$ cat src/rtl/data_ram_arbiter.sv
// Two-port arbiter and little-endian byte sequencer for the byte-wide synchronous data RAM.
// Define ARB_ROUND_ROBIN_EN for round-robin tie-breaking; otherwise the MEM port wins ties.
module data_ram_arbiter #(
  parameter int unsigned ADDR_W = 17
) (
  input  logic              clk,
  input  logic              rst_n,
  input  logic              if_req,
  input  logic [ADDR_W-1:0] if_addr,
  output logic [31:0]       if_rdata,
  output logic              if_done,
  input  logic              mem_req,
  input  logic              mem_we,
  input  logic [1:0]        mem_vbit,
  input  logic [ADDR_W-1:0] mem_addr,
  input  logic [31:0]       mem_wdata,
  output logic [31:0]       mem_rdata,
  output logic              mem_done,
  output logic              ram_ce,
  output logic              ram_we,
  output logic [ADDR_W-1:0] ram_addr,
  output logic [7:0]        ram_wdata,
  input  logic [7:0]        ram_rdata
);

  typedef enum logic [1:0] {StIdle, StXfer, StLast, StDone} state_e;

  state_e            state_q, state_d;
  logic              sel_mem_q;
  logic              we_q;
  logic [1:0]        cnt_q;
  logic [1:0]        last_q;
  logic [ADDR_W-1:0] base_q;
  logic [31:0]       wdata_q;
  logic [3:0][7:0]   rbuf_q;
  logic [3:0][7:0]   rd_word;
  logic [31:0]       if_rdata_q;
  logic [31:0]       mem_rdata_q;

  logic grant_any;
  logic grant_mem;
  logic mem_wins_tie;
  logic [1:0] mem_last_idx;

  assign grant_any = if_req | mem_req;
  assign grant_mem = mem_req & (~if_req | mem_wins_tie);

`ifdef ARB_ROUND_ROBIN_EN
  logic last_mem_q;

  always_ff @(posedge clk or negedge rst_n) begin
    if (!rst_n) begin
      last_mem_q <= 1'b0;
    end else if (state_q == StIdle && grant_any) begin
      last_mem_q <= grant_mem;
    end
  end

  assign mem_wins_tie = ~last_mem_q;
`else
  assign mem_wins_tie = 1'b1;
`endif

  // Index of the final byte for each access size (size 00 never reaches XFER).
  always_comb begin
    mem_last_idx = 2'd0;
    unique case (mem_vbit)
      2'b10:   mem_last_idx = 2'd1;
      2'b11:   mem_last_idx = 2'd3;
      default: mem_last_idx = 2'd0;
    endcase
  end

  always_comb begin
    state_d = state_q;
    unique case (state_q)
      StIdle: begin
        if (grant_any) begin
          state_d = (grant_mem && mem_vbit == 2'b00) ? StDone : StXfer;
        end
      end
      StXfer: begin
        if (cnt_q == last_q) begin
          state_d = we_q ? StDone : StLast;
        end
      end
      StLast: state_d = StDone;
      StDone: state_d = StIdle;
    endcase
  end

  // The last read byte arrives during LAST, so merge it straight from the RAM bus.
  always_comb begin
    rd_word         = rbuf_q;
    rd_word[last_q] = ram_rdata;
  end

  always_ff @(posedge clk or negedge rst_n) begin
    if (!rst_n) begin
      state_q     <= StIdle;
      sel_mem_q   <= 1'b0;
      we_q        <= 1'b0;
      cnt_q       <= 2'd0;
      last_q      <= 2'd0;
      base_q      <= '0;
      wdata_q     <= '0;
      rbuf_q      <= '0;
      if_rdata_q  <= '0;
      mem_rdata_q <= '0;
    end else begin
      state_q <= state_d;
      unique case (state_q)
        StIdle: begin
          if (grant_any) begin
            sel_mem_q <= grant_mem;
            cnt_q     <= 2'd0;
            rbuf_q    <= '0;
            if (grant_mem) begin
              we_q    <= mem_we;
              base_q  <= mem_addr;
              wdata_q <= mem_wdata;
              last_q  <= mem_last_idx;
            end else begin
              we_q    <= 1'b0;
              base_q  <= if_addr;
              wdata_q <= '0;
              last_q  <= 2'd3;
            end
          end
        end
        StXfer: begin
          cnt_q <= cnt_q + 2'd1;
          if (!we_q && cnt_q != 2'd0) begin
            rbuf_q[cnt_q - 2'd1] <= ram_rdata;
          end
        end
        StLast: begin
          if (sel_mem_q) begin
            mem_rdata_q <= rd_word;
          end else begin
            if_rdata_q <= rd_word;
          end
        end
        StDone: ;
      endcase
    end
  end

  assign ram_ce    = (state_q == StXfer);
  assign ram_we    = ram_ce & we_q;
  assign ram_addr  = ram_ce ? base_q + ADDR_W'(cnt_q) : '0;
  assign ram_wdata = ram_ce ? wdata_q[{cnt_q, 3'b000} +: 8] : 8'h00;

  assign if_done   = (state_q == StDone) & ~sel_mem_q;
  assign mem_done  = (state_q == StDone) & sel_mem_q;
  assign if_rdata  = if_rdata_q;
  assign mem_rdata = mem_rdata_q;

endmodule

$ cat config.mk
export PLATFORM = sky130hd
export DESIGN_NAME = data_ram_arbiter
export DESIGN_NICKNAME = d
export VERILOG_FILES = /design/src/rtl/data_ram_arbiter.sv
export SDC_FILE = /design/constraint.sdc
export NUM_CORES = 1
export LEC_CHECK = 0
export CELL_PAD_IN_SITES_DETAIL_PLACEMENT = 0
export CELL_PAD_IN_SITES_GLOBAL_PLACEMENT = 1
export CORE_MARGIN = 2
export CORE_UTILIZATION = 49
export CTS_CLUSTER_SIZE = 12
export DETAILED_ROUTE_END_ITERATION = 16
export DONT_BUFFER_PORTS = 1
export GPL_TIMING_DRIVEN = 0
export PLACE_DENSITY = 0.81
export SLEW_MARGIN = 20
export SYNTH_ARGS = -nofsm -noshare
export SYNTH_HDL_FRONTEND = slang
export SYNTH_SLANG_ARGS = --single-unit
$ cat constraint.sdc
create_clock -name clk -period 2.25 [get_ports clk]
set_input_delay 0.3375 -clock clk [delete_from_list [all_inputs] [get_ports clk]]
set_output_delay 0.3375 -clock clk [all_outputs]
set_load 0.005 [all_outputs]
==> results.md <==
Synthesis:
- The count of state elements after synthesis is 153.
- The dominant cell type by area after synthesis is dfrtp_1.
- Counting every net in the synthesized netlist gives 700.
- The share of the synthesized area in compound gates (AO/OA/AOI/OAI) is 0.155.
- For this run, the number of Yosys warnings is 0.
- The main combinational cell family by area after synthesis is compound AO/OA/AOI/OAI gates.
- Of the total synthesized cell area, the portion taken by full adders, half adders and majority gates is 0.0212.
- The average size of a mapped cell is 11.3 um2.
- After synthesis, the cell types taking the most area are dfrtp_1, mux2i_1, a22o_1.
- The synthesized design contains 0 enable-type register cells.
- The synthesized area is 0.00685 mm2.
- The post-synthesis async set-or-reset flop share is 1.00.
- The prevailing post-synth register cell is dfrtp_1.
- Synthesis produced 608 cells.
- The synthesized-area fraction occupied by and/or/nand/nor cells is 0.110.
- The proportion of synthesized area in mux cells is 0.107.
- Of the synthesized area, sequential elements account for 0.559.
- The share of synthesized area in the top cell type comes to 0.559.
- By count the netlist is led by dfrtp_1, nand2_1, mux2i_1.
- The most common cell in the netlist is dfrtp_1.
- The count of distinct cell types in the synthesized netlist is 39.
- The parity-gate share of the synthesized area counting xor and xnor cells is 0.0166.

Floorplanning:
- The number of ports placed on the die boundary is 174.
- For this configuration, the core starts out at a cell density of 0.497.
- The core region is 0.0138 mm2.
- The die boundary height is 122 um.
- The full die area is 0.0149 mm2.
- In this run the horizontal extent of the chip is 122 um.
- After floorplanning, the core was divided into 43 placement rows.

Clock tree:
- After clock tree synthesis, the clock-pin slew on the worst setup and hold paths is 60 ps.
- The H-tree was split into 4 levels.
- TritonCTS built the clock tree.
- The number of CTS-inserted buffers is 17.
- CTS placed an instance of clkbuf_16 at the clock tree root.
- The number of clock sinks is 153.
- The clock insertion delay at the later pin of the skew report is 420 ps.
- No sink is reached through more buffers than the 2 on the longest clock path.

GRT:
- The total overflow left after global routing is 0.
- The number of global-route vias before repair is 4997.
- Across every metal layer, demand over resource in global routing totals 0.228.
- The number of antenna violations at the first check in global routing came to 0.
- The first global-routing pass estimated 26.1 mm of wire.
- Entering global routing, the biggest net connects 154 pins.

Worst setup path:
- In this run the worst setup path terminates at ram_addr[16].
- STA classifies the critical path endpoint as an output pin.
- STA puts the critical path data arrival time at 1910 ps.
- Walking the worst path, the cells encountered are ha_4 -> fa_2 -> and4_4 -> nand3_4 -> mux2i_4.
- Setup slack on the worst reg-to-reg path comes out at 190 ps.
- The classification of the worst setup path is reg2out.
- The depth of the worst register-to-register path is 7.
- STA classifies the critical path startpoint as a flip-flop.
- For the worst setup path, the data required time is 1910 ps.
- In this run the worst path has a maximum fanout of 4.
- The delay of the slowest critical-path stage is 440 ps.
- The startpoint of the worst setup timing path is cnt_q[0].
- Among all stages on the critical path, the largest delay is contributed by dfrtp_2.
- The worst register-to-register path begins at state_q[0].
- The end of the worst register-to-register path is rbuf_q[14].

Worst hold path:
- The kind of path behind the tightest hold check is in2async.

Routing:
- The initial detailed-routing violation count is 283.
- The first TritonRoute pass finished after 4 iterations.
- The highest layer used for signal routing is met4.
- The routed via count is 4830.
- The post-detailed-route DRC marker count is 0.
- The via-per-instance ratio is 5.87.
- In the final routed layout, each cell accounts on average for 20.0 um.
- The met2 routed wirelength is 8.06 mm.
- Once detail routing completed, the nets flagged for antenna violations numbered 0.
- After detailed routing, the total wire length is 16.4 mm.
- The routed wire length on met3 is 1.32 mm.
- For this block, wires on met1 add up to 6.75 mm.

Power:
- The switching power is 4.37 mW.
- Dividing total power by cell area gives a power density of 1530 mW/mm2.
- The worst supply voltage drop on vdd is 699 uV.
- The total power consumption of the routed design is 12.0 mW.
- The share of total power dissipated in sequential elements is 0.397.
- The share of total power dissipated in the clock network is 0.254.
- The analysis attributes to cell leakage a power of 3.56 nW.
- Of the total power, combinational logic draws 0.349.
- Of the total power, the share spent switching nets is 0.366.
- The internal power of the cells is 7.58 mW.

STA:
- Setup slack closes at 6.85 ps.
- The peak clock frequency supported by timing is 446 MHz.
- Setup repair after global routing could not meet its margin everywhere.
- At the pin with the least slew margin, the transition time is 596 ps.
- The final hold slack is -390 ps.
- The worst clock skew on the final layout is 7.36 ps.
- The final hold violation count is 153.
- The setup TNS is 0 ps.
- The post-route minimum period is 2240 ps.
- The total count of max-transition violations in the final report came to 0.
- Setup violations remaining at the end of the flow were counted as 0.
- Headroom to the max-slew limit came out at 0.600.
- The part of the cycle the worst path needs is 0.997.

Outcome:
- The final reports fail on hold timing.
- The run finished, with violations left.

Finish:
- The post-route standard cell area excluding fillers is 0.00783 mm2.
- The synthesis-to-layout area growth is 14.3%.
- The number of antenna diodes in the final layout is 0.
- After the flow finishes, the layout carries non-filler instances totaling 823.
- The utilization after layout is 0.568.
- The share of layout cells above drive strength 1 is 0.120.
- In the final design database the tool counted 723 nets.

Placed design:
- Detailed placement ended at an HPWL of 11.6 mm.
- The area of placed instances is 0.00708 mm2.
- The total of buffers placed on input and output ports is 0.
- The congestion estimate from routability-driven global placement came to 0.823.
- The pre-CTS setup slack is -148 ps.
- The number of placed cells counting well taps is 788.

Flow run:
- The number of violations of the max-capacitance limit is 0.
[layout make-up]
class	instances	area (um2)
fillers	1189	5940
flip-flops and latches	153	3830
multi-input cells	404	2870
clock buffers	20	467
well taps	180	225
plain buffers	42	203
clock inverters	11	168
repair buffers	5	41.3
inverters	8	30.0
[sequential cells by signal (all words and copies together) (netlist names)]
name and flops:
last_q 2, base_q 17, if_rdata 32, cnt_q 2, we_q 1, state_q 2, wdata_q 32, sel_mem_q 1
rbuf_q 32, mem_rdata 32
[logic make-up (layout without fill, tap and decap cells)]
logic type      Yosys count  count (layout)
mux                      63              63
flops                   153             153
compound gates          156             156
xor+xnor                 13              13
fa+ha+maj                11              11
simple gates            161             161
buf+inv                  51              86
[critical path: cells and delay by family (launching register included)]
| kind | cells | cell delay, ps |
|---|---|---|
| muxes | 1 | 240 |
| DFF | 1 | 440 |
| adders and majority gates | 2 | 540 |
| and+or+nand+nor | 2 | 270 |
[power groups by stage]
stage,Sequential (mW),Combinational (mW),Clock [mW]
after floorplan,4.51,3.13,0
after global placement,4.72,3.86,0
after detailed placement,4.79,4.00,0
after CTS,4.74,4.17,3.09
after global routing,4.88,4.66,3.22
final,4.74,4.17,3.04
[per-layer routing]
metal / vias up / GRT usage
met3: 23 / 0.0767
met2: 185 / 0.375
met4: 0 / 0.0812
met5: - / 0
met1: 2412 / 0.282
li1: 2210 / -
[repair_timing]
item / 4_1_cts / 5_1_grt
setup buffers: 4 / 1
hold endpoints to repair: 153 / 153
pin swaps: 2 / 2
setup endpoints to repair: 49 / 34
resized for setup: 19 / 8
gates cloned: 0 / 0
[placed cells by master (no fill, tap or decap), drive strengths merged, types with 4 or more instances in the layout]
master and instances:
a32o 24, a21oi 36, mux2i 54, nor2b 9
nand2 63, and2 16, o21ai 56, nand4 4
bufinv 4, inv 10, mux4 8, clkbuf 47
dfrtp 153, ha 10, nor2 47, nand3 8
a22o 33, buf 20, nand2b 5, xor2 10
[worst min path at each step]
stage | start | end | slack (ps) | depth (start not counted)
2_1_floorplan | rst_n | base_q[0] | 40 | 0
3_3_place_gp | rst_n | mem_rdata[11] | 50 | 0
3_5_place_dp | rst_n | mem_rdata[12] | 50 | 0
4_1_cts | rst_n | mem_rdata[12] | -400 | 0
5_1_grt | rst_n | if_rdata[4] | -410 | 0
6_report | rst_n | mem_rdata[12] | -390 | 0
No activity file was read; power rests on OpenSTA's default activity.
